===== config.mk =====
export PLATFORM = sky130hd
export DESIGN_NAME = irq_sequencer
export DESIGN_NICKNAME = d
export VERILOG_FILES = /design/src/rtl/irq_sequencer.sv
export SDC_FILE = /design/constraint.sdc
export NUM_CORES = 1
export LEC_CHECK = 0
export CELL_PAD_IN_SITES_DETAIL_PLACEMENT = 1
export CELL_PAD_IN_SITES_GLOBAL_PLACEMENT = 2
export CORE_UTILIZATION = 28
export CTS_CLUSTER_SIZE = 8
export DETAILED_ROUTE_END_ITERATION = 8
export PLACE_DENSITY = 0.8
export RECOVER_POWER = 50
export SLEW_MARGIN = 20
export SYNTH_ARGS = -nofsm -noshare
export SYNTH_HDL_FRONTEND = slang
export SYNTH_SLANG_ARGS = --single-unit

===== constraint.sdc =====
create_clock -name clk -period 1.8 [get_ports clk]
set_clock_uncertainty 0.05 [all_clocks]
set_input_delay 0.27 -clock clk [delete_from_list [all_inputs] [get_ports clk]]
set_output_delay 0.27 -clock clk [all_outputs]
set_load 0.03 [all_outputs]

===== src/rtl/irq_sequencer.sv =====
// Interrupt sequencer: captures rising-edge requests, masks and prioritises them, and runs the
// request/ack/end-of-interrupt handshake that steers the processor data path to i_data.
module irq_sequencer #(
  parameter int unsigned NUM_IRQ     = 8,
  parameter int unsigned ACK_TIMEOUT = 15
) (
  input  logic                       clk,
  input  logic                       rstN,
  input  logic [NUM_IRQ-1:0]         irq_in,
  input  logic                       int_en,
  input  logic                       mask_wr,
  input  logic [NUM_IRQ-1:0]         mask_data,
  input  logic                       irq_ack,
  input  logic                       eoi,
  input  logic                       clr_err,
  output logic                       irq_req,
  output logic [$clog2(NUM_IRQ)-1:0] irq_id,
  output logic                       data_select,
  output logic                       in_service,
  output logic [NUM_IRQ-1:0]         pending,
  output logic                       timeout_err
);

  localparam int unsigned IdW = $clog2(NUM_IRQ);
  localparam logic [7:0] CntLast = 8'(ACK_TIMEOUT - 1);

  typedef enum logic [1:0] {StIdle, StReq, StService} state_e;

  state_e               state_q, state_d;
  logic [NUM_IRQ-1:0]   pending_q, pending_d;
  logic [NUM_IRQ-1:0]   mask_q, mask_d;
  logic [NUM_IRQ-1:0]   irq_prev_q;
  logic [7:0]           cnt_q, cnt_d;
  logic [IdW-1:0]       irq_id_q, irq_id_d;
  logic                 timeout_err_q, timeout_err_d;
  logic                 irq_req_q, data_select_q, in_service_q;
  logic [NUM_IRQ-1:0]   edges;
  logic [NUM_IRQ-1:0]   eligible;
  logic [IdW-1:0]       top_id;
  logic                 timeout;
  logic                 ack_clear;

  assign edges    = irq_in & ~irq_prev_q;
  assign eligible = pending_q & ~mask_q;

  // Ascending scan so the highest set index is the one left standing.
  always_comb begin
    top_id = '0;
    for (int i = 0; i < NUM_IRQ; i++) begin
      if (eligible[i]) top_id = IdW'(i);
    end
  end

  always_comb begin
    state_d   = state_q;
    cnt_d     = cnt_q;
    irq_id_d  = irq_id_q;
    timeout   = 1'b0;
    ack_clear = 1'b0;
    unique case (state_q)
      StIdle: begin
        if (int_en && (eligible != '0)) begin
          irq_id_d = top_id;
          cnt_d    = '0;
          state_d  = StReq;
        end
      end
      StReq: begin
        if (irq_ack) begin
          ack_clear = 1'b1;
          state_d   = StService;
        end else if (!int_en) begin
          state_d = StIdle;
        end else if (cnt_q == CntLast) begin
          timeout = 1'b1;
          state_d = StIdle;
        end else begin
          cnt_d = cnt_q + 8'd1;
        end
      end
      StService: begin
        if (eoi) state_d = StIdle;
      end
      default: state_d = StIdle;
    endcase
  end

  // New edges are applied after the ack clear so a same-cycle set wins.
  always_comb begin
    pending_d = pending_q;
    if (ack_clear) pending_d[irq_id_q] = 1'b0;
    pending_d = pending_d | edges;
  end

  assign mask_d        = mask_wr ? mask_data : mask_q;
  assign timeout_err_d = timeout ? 1'b1 : (clr_err ? 1'b0 : timeout_err_q);

  always_ff @(posedge clk or negedge rstN) begin
    if (!rstN) begin
      state_q       <= StIdle;
      pending_q     <= '0;
      mask_q        <= '0;
      irq_prev_q    <= '0;
      cnt_q         <= '0;
      irq_id_q      <= '0;
      timeout_err_q <= 1'b0;
      irq_req_q     <= 1'b0;
      data_select_q <= 1'b0;
      in_service_q  <= 1'b0;
    end else begin
      state_q       <= state_d;
      pending_q     <= pending_d;
      mask_q        <= mask_d;
      irq_prev_q    <= irq_in;
      cnt_q         <= cnt_d;
      irq_id_q      <= irq_id_d;
      timeout_err_q <= timeout_err_d;
      irq_req_q     <= (state_d == StReq);
      data_select_q <= (state_d == StService);
      in_service_q  <= (state_d == StService);
    end
  end

  assign irq_req     = irq_req_q;
  assign irq_id      = irq_id_q;
  assign data_select = data_select_q;
  assign in_service  = in_service_q;
  assign pending     = pending_q;
  assign timeout_err = timeout_err_q;

endmodule


==> flow_metrics.py, run 1 <==
metrics = {
    "outcome": {
        "run_status": "finished, final reports clean",
    },
    "sta": {
        "grt_setup_unrepaired": "yes",
        "tns_ns": 0,
        "final_max_slew_viol_count": 0,
        "worst_slack_ns": 0.0497,
        "clock.fmax_mhz": 571,
        "finalSetupViolCount": 0,
        "transition_time_at_the_pin_with_the_least_slew_margin_ns": 0.956,
        "layout_min_cycle_time_ns": 1.75,
        "holdWs_ns": 0.370,
        "timing.final.hold_violations": 0,
        "worst_slew_margin_rel_pct": 36.3,
        "min_period_over_period_pct": 97.2,
    },
    "critical_path": {
        "worst_ep_arrival_time_ns": 1.92,
        "capture_point_of_the_worst_reg_to_reg_path": "cnt_q[0]",
        "worst_r2r_path_depth": 8,
        "critPathLaunchType": "primary input",
        "critical_path.max_fanout": 3,
        "setup.worst_path.class": "primary input to register",
        "endpoint_kind": "register",
        "rrSetupSlack_ns": 0.06,
        "cp_required_ns": 1.97,
        "r2r-start": "cnt_q[0]",
    },
    "clocking": {
        "htreeDepth": 2,
        "cts_root_buf": "clkbuf_8",
        "tritoncts": "built",
        "tritoncts.num_buffers": 5,
        "cts_sinks": 40,
        "clk_pin_slew_ns": 0.07,
        "clkLatencyLatePin_ns": 0.29,
        "ctsLongestPathBuffers": 2,
    },
    "placed_design": {
        "detailedPlace.worstSlack_ns": -0.0961,
        "gp_congestion": 0.701,
        "portBuffers": 37,
        "place.detailed.hpwl_um": 3120,
    },
    "min_path": {
        "hold-path-endpoint": "pending[2]",
        "timing.hold.worst.start": "irq_prev_q[2]",
        "timing.hold.worst_path_depth": 1,
        "hold_class": "register to register",
    },
    "route": {
        "vias_after_detailed_routing": 1361,
        "detail_route.iter0.violations": 54,
        "vias_per_cell": 4.66,
        "post-route-drc-count": 0,
        "post_drt_wl_per_cell_um": 14.4,
        "ant_nets": 0,
        "drtPass1Iterations": 4,
        "postRouteWirelength_um": 4210,
    },
    "power": {
        "vdd_ir_drop_max_v": 0.000424,
        "power_density_mw_per_mm2": 1130,
        "fin_total_pwr_w": 0.00280,
        "total_leakage_power_nw": 1.11,
    },
    "floorplan": {
        "floorplan.die_area_mm2": 0.00638,
        "number_of_top_level_design_ports": 38,
        "floorplan.die.width_um": 79.9,
        "fp.dieH_um": 79.9,
        "placementRows": 28,
        "initial_core_util_pct": 28.9,
        "core-area_mm2": 0.00589,
    },
    "final_layout": {
        "final_core_util_pct": 42.3,
        "insertedDiodeCount": 0,
        "n_fill_cell": 667,
        "drive_above_1_share_pct": 22.1,
        "area_delta_synth_final_pct": 46.5,
        "nets_finish": 242,
    },
    "grt": {
        "grt_first_pass_wirelength_um": 6840,
        "grt_antenna_before_repair": 0,
        "grt.total_usage_pct": 14.8,
        "grt_pass1_vias": 1441,
        "overflow": 0,
        "grt_max_degree": 26,
    },
    "job": {
        "cap_violations": 0,
    },
    "logic_synthesis": {
        "post_synth_instance_area_mm2": 0.00170,
        "yosysSeqAreaShare_pct": 58.9,
        "synth_cells": 153,
        "synth.distinct_cells": 34,
        "ys.warnings.count": 0,
        "syn_nets": 178,
        "post_synth.cell_area_avg_um2": 11.1,
        "ys_seq_elements": 40,
    },
}
==> report_power, final <==
group / leakage [nW] / internal, W / switching [W]
combinational: 0.580 / 0.000414 / 0.000449
clock: 0.0642 / 0.000546 / 0.000304
sequential: 0.466 / 0.00102 / 0.0000735
total: 1.11 / 0.00198 / 0.000826
==> metrics by stage <==
step	std cells	area (µm²)
6_report	292	2490
5_1_grt	292	2490
4_1_cts	290	2460
3_5_place_dp	279	2280
3_3_place_gp	279	2280
2_1_floorplan	153	1700
==> critical path, stage by stage <==
cell and delay (ns):
clkdlybuf4s50_1 0.44, and4bb_2 0.36, o41ai_4 0.10, buf_4 0.15
or3_2 0.45, a21oi_1 0.15
==> synth_stat cells, drive strengths merged <==
| library cell | n | share of area, % |
|---|---|---|
| nor2b | 2 | 0.74 |
| o211ai | 1 | 0.44 |
| xnor2 | 2 | 1.0 |
| nand3 | 3 | 0.88 |
| clkbuf | 2 | 0.44 |
| nand4 | 2 | 0.74 |
| a31oi | 2 | 0.74 |
| dfrtp | 40 | 59 |
| nor4 | 1 | 0.37 |
| a21oi | 4 | 1.2 |
| o21ai | 25 | 7.4 |
| nand2 | 9 | 2.0 |
| and4bb | 1 | 0.74 |
| a22o | 1 | 0.52 |
| xor2 | 1 | 0.52 |
| nor3 | 3 | 0.88 |
| nand4b | 1 | 0.88 |
| nor2 | 5 | 1.1 |
| mux2i | 1 | 0.59 |
| inv | 16 | 3.5 |
| or2 | 3 | 1.3 |
| or3 | 3 | 1.3 |
| mux2 | 8 | 5.3 |
| nand2b | 9 | 3.3 |
| o41ai | 1 | 1.6 |
| ha | 2 | 1.5 |
| o311a | 1 | 0.59 |
| buf | 1 | 0.44 |
| o22ai | 2 | 0.74 |
| o31ai | 1 | 0.44 |
==> metal layers <==
metal  share of wire [%]  global-route usage, %  wire length (µm)  up-vias
met5                   0                      0                 0        -
met4                 2.1                   8.04                90        0
met3                 4.1                   3.89               173        7
met2                  50                   24.3              2090       30
met1                  44                   17.7              1860      668
li1                    -                      -                 -      656
==> logic make-up after synthesis <==
family,share of synthesized area [%]
simple gates,14.1
flops,58.9
compound gates,13.6
buf+inv,4.42
mux,5.89
xor+xnor,1.55
fa+ha+maj,1.47
==> flip-flops by register name, indices dropped and copies added (netlist names) <==
register / count
mask_q: 8
irq_prev_q: 8
in_service: 1
timeout_err: 1
irq_id: 3
cnt_q: 8
state_q: 2
irq_req: 1
pending: 8
==> worst max path at each step <==
| stage | from | endpoint | depth (start not counted) |
|---|---|---|---|
| after floorplan | cnt_q[0] | cnt_q[2] | 7 |
| after global placement | irq_ack | cnt_q[3] | 5 |
| after detailed placement | irq_ack | cnt_q[3] | 5 |
| after CTS | cnt_q[0] | cnt_q[0] | 8 |
| after global routing | cnt_q[0] | cnt_q[0] | 8 |
| final | irq_ack | cnt_q[3] | 6 |
==> repair_timing <==
item / in CTS / in global routing
hold buffers: 1 / 0
endpoints found under the setup margin: 1 / 10
buffers inserted: 3 / 2
pin swaps: 2 / 3
gates cloned: 0 / 0
endpoints found under the hold margin: 15 / 0
gates resized for setup: 2 / 4
==> cell usage in the layout, fill, tap and decap left out, drive strengths merged, types with 3 or more instances in the layout <==
master and n:
dfrtp 40, inv 16, or3 3, clkdlybuf4s50 25, or2 3, nor2 5
a21oi 4, clkbuf 6, mux2 8, dlymetal6s2s 3, o21ai 25, nand2 9
buf 22, nand3 3, nand2b 9, dlygate4sd3 9, nor3 3
==> area by class of cell <==
| type | count | area (µm²) | area share, % |
|---|---|---|---|
| clock buffers | 5 | 68.8 | 2.77 |
| clock inverters | 2 | 60.1 | 2.41 |
| inverters | 16 | 60.1 | 2.41 |
| multi-input cells | 94 | 646 | 25.9 |
| flip-flops and latches | 40 | 1000 | 40.2 |
| well taps | 75 | 93.8 | 3.77 |
| repair buffers | 60 | 559 | 22.5 |
No activity file was read; power rests on OpenSTA's default activity.
==> run 2, diff against run 1 <==
Clock period 1.8 ns to 1.44 ns, I/O delays scaled along.
==> run 2 against run 1 <==
  * The run now ends with negative setup slack left
  * Global-route usage grew 0.55 points
  * Combinational power grew 41%
  * Sequential share of layout area shrank 3.8 points
  * Via count grew 7.6%
  * Sequential power grew 32%
  * Wire length grew 5.3%
  * Register-to-register slack lost 0.39 ns
  * Clock-buffer cell count grew 1
  * Clock power grew 7.1%
  * Die area is the same
  * Critical path type is now register to register
==> flow_metrics.py, run 2 (synthesis results as in run 1) <==
metrics = {
    "outcome": {
        "run_status": "complete, but fails checks",
        "failed_checks": "negative setup slack",
    },
    "floorplan": {
        "fp.dieH_um": 79.9,
        "core-area_mm2": 0.00589,
        "placementRows": 28,
        "initial_core_util_pct": 28.9,
        "floorplan.die.width_um": 79.9,
        "number_of_top_level_design_ports": 38,
        "floorplan.die_area_mm2": 0.00638,
    },
    "final_layout": {
        "stdcell_count": 315,
        "nets_finish": 264,
        "insertedDiodeCount": 0,
        "layout.cells.most_common_list": "buf_4 (42), dfrtp_1 (32), o21ai_0 (14), inv_1 (14), clkdlybuf4s50_1 (12)",
        "layout_commonest_cell": "buf_4",
        "drive_above_1_share_pct": 45.4,
        "area_delta_synth_final_pct": 63.3,
    },
    "power": {
        "vdd_ir_drop_max_v": 0.000586,
        "power.switching_fraction_pct": 32.8,
        "logic_gate_share_of_total_power_pct": 34.2,
        "power.sequential.fraction_pct": 40.3,
        "total_leakage_power_nw": 1.27,
        "switchingPower_w": 0.00117,
        "power_report.internal_total_w": 0.00239,
        "share_of_total_power_in_the_clock_network_pct": 25.5,
        "power_density_mw_per_mm2": 1280,
    },
    "clocking": {
        "cts_sinks": 40,
        "tritoncts": "built",
        "tritoncts.num_buffers": 5,
        "clkLatencyLatePin_ns": 0.29,
        "clk_pin_slew_ns": 0.08,
        "cts_root_buf": "clkbuf_8",
        "ctsLongestPathBuffers": 2,
        "htreeDepth": 2,
    },
    "placed_design": {
        "detailedPlace.worstSlack_ns": -0.389,
        "gp_congestion": 0.803,
        "placedCellCount": 298,
        "portBuffers": 37,
        "place.detailed.hpwl_um": 3100,
    },
    "critical_path": {
        "cp_num_cells": 8,
        "slowest_stage": "dfrtp_1",
        "critical_path.startpoint": "cnt_q[0]",
        "critical_path_cell_sequence": "inv_2 > ha_4 > nand4b_4 > o41ai_4 > buf_4 > o21ai_0 > o211ai_1 > o21ai_2",
        "capture_point_of_the_worst_reg_to_reg_path": "cnt_q[2]",
        "setup.worst_path.class": "register to register",
        "category_of_cells_accounting_for_the_largest_share_of_critical_path_delay": "compound AO/OA/AOI/OAI gates",
        "r2r-start": "cnt_q[0]",
        "critPathLaunchType": "register",
        "critical_path.max_fanout": 4,
        "rrSetupSlack_ns": -0.33,
        "worst_setup_path_endpoint": "cnt_q[2]",
        "worst_path_largest_cell_delay_ns": 0.40,
        "endpoint_kind": "register",
        "cp_required_ns": 1.57,
        "worst_ep_arrival_time_ns": 1.90,
        "crit_buf_inv": 2,
        "worst_r2r_path_depth": 8,
    },
    "grt": {
        "grt_max_degree": 27,
        "grt.total_usage_pct": 15.4,
        "grt_first_pass_wirelength_um": 7290,
        "grt_antenna_before_repair": 0,
        "grt_pass1_vias": 1549,
        "overflow": 0,
    },
    "sta": {
        "grt_setup_unrepaired": "yes",
        "worst_slack_ns": -0.328,
        "finalSetupViolCount": 13,
        "transition_time_at_the_pin_with_the_least_slew_margin_ns": 0.879,
        "timing.final.hold_violations": 0,
        "final_max_slew_viol_count": 0,
        "min_period_over_period_pct": 123,
        "clock.fmax_mhz": 566,
        "layout_min_cycle_time_ns": 1.77,
        "worst_slew_margin_rel_pct": 41.4,
    },
    "route": {
        "post_drt_wl_per_cell_um": 14.1,
        "postRouteWirelength_um": 4440,
        "post-route-drc-count": 0,
        "drtPass1Iterations": 4,
        "vias_after_detailed_routing": 1465,
        "ant_nets": 0,
        "detail_route.iter0.violations": 34,
        "vias_per_cell": 4.65,
    },
    "min_path": {
        "hold_class": "register to register",
    },
    "job": {
        "cap_violations": 0,
    },
}
-- run 2: worst reg2reg max path: cells and delay by family, from the launching register on --
kind	cells	cell delay (ns)
buf+inv	2	0.27
compound gates	4	0.71
simple gates	1	0.11
fa+ha+maj	1	0.13
flops	1	0.40
-- run 2: per-stage QoR --
step | power (W) | cell area, µm² | utilization [%] | setup TNS [ns] | hold slack, ns
after floorplan | 0.00191 | 1720 | - | -1.27 | -0.130
after global placement | 0.00247 | 2450 | 41.6 | -4.45 | 0.107
after detailed placement | 0.00250 | 2450 | 41.6 | -4.88 | 0.105
after CTS | 0.00350 | 2710 | 46.0 | -1.68 | 0.318
after global routing | 0.00377 | 2770 | 47.1 | -3.39 | 0.389
final | 0.00356 | 2770 | 47.1 | -2.18 | 0.365
-- run 2: power by group through the flow --
stage,Combinational [W],Sequential (W),Clock [W]
after CTS,0.00115,0.00141,0.000940
after floorplan,0.000339,0.00157,0
after detailed placement,0.00108,0.00142,0
final,0.00122,0.00144,0.000909
after global placement,0.00106,0.00141,0
after global routing,0.00132,0.00146,0.000983
-- run 2: worst min path at each step --
stage                  start            end  slack [ns]  cells after the start
2_1_floorplan           rstN       cnt_q[0]       -0.13                      0
3_3_place_gp            rstN  irq_prev_q[7]        0.11                      1
3_5_place_dp            rstN  irq_prev_q[7]        0.10                      1
4_1_cts                 rstN  irq_prev_q[5]        0.32                      2
5_1_grt        irq_prev_q[1]     pending[1]        0.39                      1
6_report       irq_prev_q[1]     pending[1]        0.36                      1
-- run 2: final cells by class --
type,instances,area [µm²]
sequential,40,1010
tap,75,93.8
timing repair buffer,82,726
multi-input combinational,94,776
fill,643,3110
clock inverter,2,35.0
inverter,16,60.1
clock buffer,6,72.6
-- run 2: routing by layer --
layer  wire, µm  share of wire [%]  global-route usage [%]
met1       1930                 44                    18.8
met2       2260                 51                    25.6
met3        175                3.9                    3.77
met4         76                1.7                    6.96
met5          0                  0                       0
-- run 2: repair_timing --
item / CTS / global route
setup buffers: 7 / 1
hold buffers: 1 / 0
endpoints found under the hold margin: 14 / 0
setup endpoints to repair: 34 / 23
gates cloned: 0 / 0
pin swaps: 8 / 5
resized for setup: 53 / 22
